$ cat src/rtl/vlt_pkg.sv
// rtl/vlt_pkg.sv - shared types, widths and term helper for the store-queue residency accumulator
package vlt_pkg;

    // Entry field widths and the exact width of a weighted residency term:
    // two terms of up to 1023 << 15 each, summed without loss.
    localparam int DUR_W   = 10;
    localparam int SHIFT_W = 4;
    localparam int TERM_W  = 26;

    typedef enum logic [1:0] {
        ST_RUN   = 2'd0,
        ST_DRAIN = 2'd1,
        ST_SNAP  = 2'd2
    } vlt_state_e;

    // Weighted residency of one entry: duration scaled by each enabled shift.
    function automatic logic [TERM_W-1:0] vlt_term(
        input logic [DUR_W-1:0]   dur,
        input logic [SHIFT_W-1:0] sh1,
        input logic               sh1_v,
        input logic [SHIFT_W-1:0] sh2,
        input logic               sh2_v
    );
        logic [TERM_W-1:0] ext;
        logic [TERM_W-1:0] t1;
        logic [TERM_W-1:0] t2;
        ext = TERM_W'(dur);
        t1  = sh1_v ? (ext << sh1) : '0;
        t2  = sh2_v ? (ext << sh2) : '0;
        return t1 + t2;
    endfunction

endpackage

$ cat src/rtl/vlt_sat_add.sv
// rtl/vlt_sat_add.sv - unsigned saturating adder with overflow flag
//
// Ports:
//   a, b : W-bit unsigned addends
//   sum  : a + b, clipped to all-ones on overflow
//   ovf  : carry out of the W-bit add
module vlt_sat_add #(
    parameter int W = 8
) (
    input  logic [W-1:0] a,
    input  logic [W-1:0] b,
    output logic [W-1:0] sum,
    output logic         ovf
);

    logic [W:0] full;

    assign full = {1'b0, a} + {1'b0, b};
    assign ovf  = full[W];
    assign sum  = full[W] ? '1 : full[W-1:0];

endmodule

$ cat src/rtl/vlt_sq_accum.sv
// rtl/vlt_sq_accum.sv - accumulates weighted store-queue residency with drained snapshots
//
// Ports:
//   clk_i, reset_i           : clock, synchronous active-high reset
//   v_i / ready_o            : retire handshake for one store-queue entry
//   shift1_i, shift1_v_i     : first bit-weight shift and its enable
//   shift2_i, shift2_v_i     : second bit-weight shift and its enable
//   duration_i               : entry residency in cycles
//   snap_req_i               : request a drained snapshot of the totals
//   clear_i                  : zero totals and discard in-flight entries
//   snap_v_o                 : one-cycle pulse when the snapshot registers load
//   snap_acc_o, snap_cnt_o   : snapshot of accumulator and retired-entry count
//   sat_o                    : sticky accumulator-saturated flag
module vlt_sq_accum #(
    parameter int ACC_W = 48,
    parameter int CNT_W = 32
) (
    input  logic                clk_i,
    input  logic                reset_i,
    input  logic                v_i,
    output logic                ready_o,
    input  logic [3:0]          shift1_i,
    input  logic [3:0]          shift2_i,
    input  logic                shift1_v_i,
    input  logic                shift2_v_i,
    input  logic [9:0]          duration_i,
    input  logic                snap_req_i,
    input  logic                clear_i,
    output logic                snap_v_o,
    output logic [ACC_W-1:0]    snap_acc_o,
    output logic [CNT_W-1:0]    snap_cnt_o,
    output logic                sat_o
);

    import vlt_pkg::*;

    // The add runs at least TERM_W wide so a narrow accumulator still sees
    // the full term and clips instead of silently truncating it.
    localparam int ADD_W = (ACC_W > TERM_W) ? ACC_W : TERM_W;
    localparam logic [ADD_W-1:0] ACC_MAX_EXT = ADD_W'({ACC_W{1'b1}});
    localparam logic [CNT_W-1:0] CNT_ONE     = CNT_W'(1);

    vlt_state_e        state;
    logic              accept;
    logic              s1_v;
    logic              s2_v;
    logic [TERM_W-1:0] term_q;
    logic [ACC_W-1:0]  acc;
    logic [CNT_W-1:0]  cnt;

    logic [ADD_W-1:0]  add_a;
    logic [ADD_W-1:0]  add_b;
    logic [ADD_W-1:0]  add_sum;
    logic              add_ovf;
    logic              acc_clip;
    logic [ACC_W-1:0]  acc_next;
    logic [CNT_W-1:0]  cnt_sum;
    logic              cnt_ovf;
    logic [CNT_W-1:0]  cnt_next;

    assign accept = v_i & ready_o;

    assign add_a = ADD_W'(acc);
    assign add_b = ADD_W'(term_q);

    vlt_sat_add #(.W(ADD_W)) u_acc_add (
        .a   (add_a),
        .b   (add_b),
        .sum (add_sum),
        .ovf (add_ovf)
    );

    assign acc_clip = add_ovf | (add_sum > ACC_MAX_EXT);
    assign acc_next = acc_clip ? '1 : add_sum[ACC_W-1:0];

    vlt_sat_add #(.W(CNT_W)) u_cnt_add (
        .a   (cnt),
        .b   (CNT_ONE),
        .sum (cnt_sum),
        .ovf (cnt_ovf)
    );

    // Once the count has pinned at all-ones it simply holds.
    assign cnt_next = cnt_ovf ? cnt : cnt_sum;

    // Datapath: stage 1 captures the term, stage 2 folds it into the totals.
    // s2_v marks that the totals were updated on the last edge, so a drain
    // waits for that update to settle before the snapshot reads acc/cnt.
    always_ff @(posedge clk_i) begin
        if (reset_i) begin
            s1_v   <= 1'b0;
            s2_v   <= 1'b0;
            term_q <= '0;
            acc    <= '0;
            cnt    <= '0;
            sat_o  <= 1'b0;
        end else if (clear_i) begin
            // Clear wins over both the new handshake and the in-flight term.
            s1_v   <= 1'b0;
            s2_v   <= 1'b0;
            acc    <= '0;
            cnt    <= '0;
            sat_o  <= 1'b0;
        end else begin
            s1_v <= accept;
            s2_v <= s1_v;
            if (accept) begin
                term_q <= vlt_term(duration_i, shift1_i, shift1_v_i, shift2_i, shift2_v_i);
            end
            if (s1_v) begin
                acc <= acc_next;
                cnt <= cnt_next;
                if (acc_clip) begin
                    sat_o <= 1'b1;
                end
            end
        end
    end

    // Snapshot control. Clear does not touch this block, so a clear landing
    // on the SNAP cycle still captures the totals as they stood before it.
    always_ff @(posedge clk_i) begin
        if (reset_i) begin
            state      <= ST_RUN;
            ready_o    <= 1'b1;
            snap_v_o   <= 1'b0;
            snap_acc_o <= '0;
            snap_cnt_o <= '0;
        end else begin
            snap_v_o <= 1'b0;
            case (state)
                ST_RUN: begin
                    if (snap_req_i) begin
                        state   <= ST_DRAIN;
                        ready_o <= 1'b0;
                    end
                end
                ST_DRAIN: begin
                    if (!s1_v && !s2_v) begin
                        state <= ST_SNAP;
                    end
                end
                ST_SNAP: begin
                    snap_acc_o <= acc;
                    snap_cnt_o <= cnt;
                    snap_v_o   <= 1'b1;
                    state      <= ST_RUN;
                    ready_o    <= 1'b1;
                end
                default: begin
                    state   <= ST_RUN;
                    ready_o <= 1'b1;
                end
            endcase
        end
    end

endmodule

$ cat config.mk
export PLATFORM = sky130hd
export DESIGN_NAME = vlt_sq_accum
export DESIGN_NICKNAME = d
export VERILOG_FILES = /design/src/rtl/vlt_pkg.sv /design/src/rtl/vlt_sat_add.sv /design/src/rtl/vlt_sq_accum.sv
export SDC_FILE = /design/constraint.sdc
export NUM_CORES = 1
export LEC_CHECK = 0
export ABC_AREA = 1
export BUFFER_PORTS_ARGS = -buffer_cell sky130_fd_sc_hd__buf_4
export CAP_MARGIN = 15
export CORE_MARGIN = 2
export CORE_UTILIZATION = 60
export CTS_CLUSTER_DIAMETER = 200
export DETAILED_ROUTE_END_ITERATION = 10
export PLACE_DENSITY = 0.82
export SLEW_MARGIN = 30
export SYNTH_ARGS = -nofsm -noshare
export SYNTH_HDL_FRONTEND = slang
export SYNTH_SLANG_ARGS = --single-unit
$ cat constraint.sdc
create_clock -name clk_i -period 3.4 [get_ports clk_i]
set_input_delay 0.68 -clock clk_i [delete_from_list [all_inputs] [get_ports clk_i]]
set_output_delay 0.68 -clock clk_i [all_outputs]
set_load 0.02 [all_outputs]
==> flow_metrics.py, run 1 <==
metrics = {
    "setup_path": {
        "reg2regPathDepth": 14,
        "path_buf_inv": 2,
        "worstPathCellList": "buf_4 -> o21ai_0 -> o21ai_0 -> or2_2 -> nor2_1 -> ha_1 -> a21oi_1 -> nand2_1 -> nand2_1 -> o211ai_1 -> nand2_1 -> nand2_1 -> xor2_1 -> o21ai_0 -> inv_1",
        "cpMostUsedCell": "nand2_1",
        "crit_arrival_ns": 3.44,
        "critPathSlowestCell": "o21ai_0",
        "r2r_end": "acc[42]",
        "r2r_slack_ns": 0.89,
        "worst_setup_path_end_kind": "flip-flop",
        "worstPathMaxFanout": 19,
        "crit_family": "compound AO/OA/AOI/OAI gates",
        "r2r-start": "acc[0]",
        "critPathLaunchType": "input port",
        "critPathKind": "input port to flip-flop",
        "cp_slowest_stage_delay_ns": 0.42,
        "crit_required_ns": 3.73,
    },
    "clocking": {
        "clkSinkCount": 193,
        "clkSlewWorstSetupHoldPaths_ns": 0.08,
        "cts_made_buffers": 17,
        "htreeDepth": 4,
        "clk_latency_ns": 0.44,
        "cts_tree": "done",
        "post_cts_buffers": 0,
        "cts-root-buf": "clkbuf_16",
        "max-clock-path-buffers": 2,
        "hold_buffers": 0,
    },
    "cells_and_area": {
        "final_common_cell": "nand2_1",
        "area_growth_pct": 14.0,
        "nNetsFinal": 2123,
        "antenna_cells": 0,
        "layout_common_cells": "nand2_1, nor2_1, inv_1",
        "final_cell_count_no_fill": 2327,
        "drive_gt1_share_pct": 11.7,
    },
    "flow_run": {
        "drv_cap": 0,
    },
    "route": {
        "firstDrtPassIters": 6,
        "viasPerCell": 5.63,
        "finalWirelength_um": 36100,
        "drtIter0Drc": 1126,
        "drc": 0,
        "wl_per_cell_um": 15.5,
        "vias": 13107,
        "ant_nets": 0,
    },
    "power": {
        "powerDensity_nw_per_um2": 366,
        "p_leak_nw": 6.77,
        "seq_power_share_pct": 46.3,
        "combPwrFrac_pct": 15.1,
        "peakVddDrop_mv": 0.322,
        "intPower_mw": 3.61,
        "clockPowerShare_pct": 38.6,
        "switching_share_pct": 30.2,
        "power.switching_mw": 1.56,
        "power_mw": 5.18,
    },
    "min_path": {
        "hold_start": "sat_o",
        "worstHoldEndpoint": "sat_o",
        "worst_hold_path_type": "flip-flop to flip-flop",
        "hold_depth": 2,
    },
    "sta": {
        "whs_ns": 0.479,
        "finalSetupViolCount": 0,
        "rsz0062_at_grt": "false",
        "fin_crit_ns": 3.10,
        "timing.slew.headroom_pct": 40.8,
        "hold_viol_final": 0,
        "worst-slew-pin-transition_ns": 0.882,
        "fin_setup_tns_ns": 0,
        "fmax_mhz": 322,
        "clock_skew_ns": 0.0134,
        "finalCritPeriodShare_pct": 91.2,
        "report.final.slew_viol_count": 0,
    },
    "synth": {
        "synth_area_leader_cell": "dfxtp_1",
        "synth_area_leaders": "dfxtp_1, nand2_1, nor2_1",
        "yosys.cell_types.count": 50,
        "yosys_most_used_dff": "dfxtp_1",
        "synth-edff-count": 0,
        "async_flop_share_pct": 0,
        "synth_top_area_share_pct": 31.1,
        "synth_cells": 1952,
        "syn_avg_cell_area_um2": 6.36,
        "synth_area_um2": 12400,
        "ys.warnings.count": 0,
        "seq_area_frac_synth_pct": 31.1,
        "synth.ff_latch_count": 193,
        "syn_nets": 2031,
    },
    "global_routing": {
        "grt_pass1_wl_um": 59300,
        "grt_max_degree": 108,
        "grt_antenna_before_repair": 0,
        "grt_usage_pct": 33.2,
        "grt_pass1_vias": 12136,
        "grt_overflow_total": 0,
    },
    "floorplanning": {
        "start_util_pct": 61.2,
        "fp.dieW_um": 148,
        "die_y_um": 148,
        "ios": 108,
        "core_um2": 20300,
        "die_area_um2": 21900,
        "num_rows": 52,
    },
    "placement": {
        "placed_cells_incl_taps": 2295,
        "portBuffers": 107,
        "place_congestion": 0.952,
        "post-dp-hpwl_um": 27800,
    },
    "status": {
        "status": "finished clean",
    },
}
## through the flow
| step | util (%) | setup WS, ns | instance area [µm²] |
|---|---|---|---|
| after detailed placement | 66.8 | -0.170 | 13600 |
| after global routing | 69.7 | 0.0465 | 14200 |
| after floorplan | - | 0.317 | 12400 |
| final | 69.7 | 0.298 | 14200 |
| after CTS | 69.7 | 0.289 | 14200 |
| after global placement | 66.8 | -0.237 | 13600 |
## sequential cells by signal (all words and copies together), names as in the netlist, 2 cells and up
signal,count
snap_acc_o,48
cnt,32
term_q,26
state,2
acc,48
snap_cnt_o,32
## synthesized netlist by cell type, types with 3 or more instances
| library cell | count |
|---|---|
| a21boi_0 | 3 |
| a21o_1 | 4 |
| a21oi_1 | 130 |
| a21oi_2 | 4 |
| a31oi_1 | 20 |
| and2_1 | 4 |
| buf_1 | 6 |
| buf_2 | 6 |
| buf_4 | 3 |
| buf_6 | 3 |
| clkbuf_1 | 52 |
| dfxtp_1 | 193 |
| ha_1 | 52 |
| inv_1 | 234 |
| inv_2 | 8 |
| mux2i_1 | 6 |
| nand2_1 | 451 |
| nand2_2 | 11 |
| nand2_4 | 3 |
| nand3_1 | 101 |
| nand3_2 | 8 |
| nand3b_1 | 4 |
| nand4_1 | 26 |
| nor2_1 | 270 |
| nor2_2 | 4 |
| nor2_4 | 7 |
| nor3_1 | 30 |
| nor3_2 | 7 |
| nor3b_1 | 4 |
| nor3b_2 | 3 |
| nor4_1 | 6 |
| o211ai_1 | 4 |
| o21ai_0 | 200 |
| o21ai_1 | 6 |
| o21bai_1 | 7 |
| o22ai_1 | 18 |
| xnor2_1 | 17 |
| xor2_1 | 21 |
## logic make-up after synthesis
family                   count (synthesis)  synth area share (%)
AO/OA/AOI/OAI                          401                  17.3
XOR/XNOR                                38                  2.68
adder cells (fa/ha/maj)                 54                  5.56
buffers and inverters                  314                  9.83
flip-flops                             193                  31.1
multiplexers                             6                 0.484
AND/OR/NAND/NOR                        946                  33.1
## repair_timing
action / CTS / global route
hold endpoints to repair: 0 / 0
resized for setup: 0 / 1
endpoints found under the setup margin: 0 / 2
## power by group through the flow
| stage | sequential, mW | combinational [mW] | clock, mW |
|---|---|---|---|
| after CTS | 2.39 | 0.778 | 2.01 |
| final | 2.39 | 0.781 | 2.00 |
| after global routing | 2.40 | 0.869 | 2.10 |
| after detailed placement | 2.44 | 0.772 | 0 |
| after global placement | 2.44 | 0.764 | 0 |
| after floorplan | 2.48 | 0.447 | 0 |
## final cells by class
class                   instances  area [µm²]
multi-input cells            1445        7350
fillers                      1808        6140
flip-flops and latches        193        3860
repair buffers                143        1100
inverters                     244         916
clock buffers                  17         425
well taps                     270         338
clock inverters                15         168
## per-layer routing
metal | global-route usage [%] | vias up | part of all wire [%]
met3 | 4.97 | 72 | 8.3
met1 | 45.4 | 5955 | 44
met5 | 0 | - | 0
met2 | 54.9 | 543 | 46
met4 | 9.48 | 0 | 2.1
li1 | - | 6537 | -
## worst reg2reg max path, cell delays in order (launching register included)
cell	delay, ns
dfxtp_1	0.34
ha_1	0.25
fa_1	0.43
nand3_1	0.12
nand2_2	0.09
nand2_1	0.07
nand2_1	0.10
nand2_1	0.08
nand2_1	0.14
nand2_1	0.10
nand3_1	0.30
nand3b_1	0.21
nand3_1	0.08
nand2_1	0.07
inv_1	0.04
## how the worst max path moves through the flow
stage	from	end	slack, ns	depth (start not counted)
6_report	shift2_i[0]	term_q[16]	0.30	15
5_1_grt	shift2_i[0]	term_q[22]	0.05	16
4_1_cts	shift2_i[1]	term_q[15]	0.29	16
3_5_place_dp	shift2_i[1]	term_q[15]	-0.17	16
3_3_place_gp	shift2_i[1]	term_q[15]	-0.24	16
2_1_floorplan	shift1_i[1]	term_q[16]	0.32	16
Note: power is estimated with default switching activity, not from simulation.
==> inputs of run 2 (changes only) <==
--- a/config.mk
+++ b/config.mk
@@ -12,6 +12,7 @@
 export CORE_UTILIZATION = 60
 export CTS_CLUSTER_DIAMETER = 200
 export DETAILED_ROUTE_END_ITERATION = 10
+export MAX_ROUTING_LAYER = met4
 export PLACE_DENSITY = 0.82
 export SLEW_MARGIN = 30
 export SYNTH_ARGS = -nofsm -noshare
==> flow_metrics.py, run 2 (synthesis results as in run 1) <==
metrics = {
    "status": {
        "status": "finished clean",
    },
    "sta": {
        "fin_setup_tns_ns": 0,
        "fin_crit_ns": 3.09,
        "worst-slew-pin-transition_ns": 0.890,
        "whs_ns": 0.467,
        "fin_ws_ns": 0.306,
        "rsz0062_at_grt": "false",
        "clock_skew_ns": 0.0227,
        "finalSetupViolCount": 0,
        "hold_viol_final": 0,
        "timing.slew.headroom_pct": 40.3,
        "report.final.slew_viol_count": 0,
        "fmax_mhz": 323,
        "finalCritPeriodShare_pct": 91.0,
    },
    "cells_and_area": {
        "nNetsFinal": 2124,
        "post-route-util_pct": 69.9,
        "area_growth_pct": 14.2,
        "drive_gt1_share_pct": 11.7,
        "antenna_cells": 0,
        "final_common_cell": "nand2_1",
        "top_regs": "acc (48), snap_acc_o (48)",
        "layout_common_cells": "nand2_1, nor2_1, inv_1",
    },
    "floorplanning": {
        "start_util_pct": 61.2,
        "core_um2": 20300,
        "die_area_um2": 21900,
        "ios": 108,
        "fp.dieW_um": 148,
        "num_rows": 52,
        "die_y_um": 148,
    },
    "placement": {
        "pre_cts_slack_ns": -0.133,
        "place_congestion": 0.970,
        "post-dp-hpwl_um": 28200,
        "portBuffers": 107,
    },
    "route": {
        "drtIter0Drc": 995,
        "finalWirelength_um": 37400,
        "wl_per_cell_um": 16.1,
        "drc": 0,
        "firstDrtPassIters": 5,
        "vias": 13233,
        "viasPerCell": 5.68,
        "ant_nets": 0,
    },
    "power": {
        "seq_power_share_pct": 45.0,
        "combPwrFrac_pct": 14.6,
        "switching_share_pct": 30.5,
        "p_leak_nw": 6.79,
        "powerDensity_nw_per_um2": 376,
        "intPower_mw": 3.70,
        "clockPowerShare_pct": 40.4,
        "peakVddDrop_mv": 0.344,
        "power.switching_mw": 1.62,
    },
    "flow_run": {
        "drv_cap": 0,
    },
    "global_routing": {
        "grt_overflow_total": 0,
        "grt_usage_pct": 35.0,
        "grt_max_degree": 131,
        "grt_antenna_before_repair": 0,
        "grt_pass1_vias": 12446,
        "grt_pass1_wl_um": 60900,
    },
    "setup_path": {
        "critPathSlowestCell": "a21boi_0",
        "cp_slowest_stage_delay_ns": 0.40,
        "crit_required_ns": 3.74,
        "critical_path.startpoint": "shift2_i[0]",
        "critPathKind": "input port to flip-flop",
        "crit_arrival_ns": 3.43,
        "worst_setup_path_end_kind": "flip-flop",
        "worstPathCellList": "buf_4 -> o21ai_0 -> o21ai_0 -> nand2_1 -> nand2_1 -> o22ai_1 -> ha_1 -> a21o_1 -> a21boi_0 -> nor2_1 -> nor2_1 -> nand2_1 -> xor2_1 -> o21ai_0 -> inv_1",
        "r2r-start": "term_q[0]",
        "worstPathMaxFanout": 19,
        "critPathLaunchType": "input port",
    },
    "clocking": {
        "max-clock-path-buffers": 2,
        "clkSinkCount": 193,
        "clk_latency_ns": 0.45,
        "cts_tree": "done",
        "hold_buffers": 0,
        "cts_made_buffers": 17,
        "ctsResizeCount": 0,
        "cts-root-buf": "clkbuf_16",
        "post_cts_buffers": 0,
        "htreeDepth": 4,
        "clkSlewWorstSetupHoldPaths_ns": 0.08,
    },
    "min_path": {
        "worst_hold_path_type": "flip-flop to flip-flop",
        "hold_start": "sat_o",
    },
}
run 2: cell types whose count changed in the layout (fill, tap and decap cells not counted), sizes merged:
| cell | change |
|---|---|
| bufinv | +1 |
| clkinv | -1 |
| buf | +1 |
| inv | +2 |
| clkinvlp | -2 |
run 2: routing by layer:
layer / wire length [µm] / up-vias / track usage, %
met5: 0 / - / -
met4: 778 / 0 / 9.19
met3: 3040 / 85 / 4.78
met2: 17500 / 559 / 58.5
met1: 16000 / 6060 / 44.9
li1: - / 6529 / -
run 2: cell type report:
cell class / instances / area [µm²]
multi-input cells: 1445 / 7350
fillers: 1772 / 6120
flip-flops and latches: 193 / 3860
repair buffers: 144 / 1080
inverters: 244 / 916
clock buffers: 17 / 425
well taps: 270 / 338
clock inverters: 15 / 206
run 2: metrics by stage:
step                      cell area, µm²  instances  total power [mW]
after floorplan                    12400       1952              2.93
after global placement             13500       2296              3.20
after detailed placement           13500       2296              3.21
after CTS                          14200       2328              5.32
after global routing               14200       2328              5.49
final                              14200       2328              5.33
run 2: critical path, delay by kind of cell:
| family | cells | cell delay, ns |
|---|---|---|
| fa+ha+maj | 1 | 0.36 |
| xor+xnor | 1 | 0.17 |
| buf+inv | 2 | 0.22 |
| compound gates | 6 | 1.57 |
| simple gates | 5 | 0.41 |
run 2: final timing paths:
kind	endpoint	slack [ns]	depth (start not counted)
worst min register to register	sat_o	0.47	2
worst max-delay path	term_q[15]	0.31	15
worst min-delay path	sat_o	0.47	2
worst max register to register	acc[42]	0.87	14
run 2: power by group through the flow:
| stage | combinational, mW | clock, mW | sequential [mW] |
|---|---|---|---|
| after global placement | 0.759 | 0 | 2.44 |
| final | 0.777 | 2.15 | 2.39 |
| after global routing | 0.863 | 2.23 | 2.40 |
| after detailed placement | 0.767 | 0 | 2.45 |
| after CTS | 0.772 | 2.15 | 2.39 |
| after floorplan | 0.447 | 0 | 2.48 |
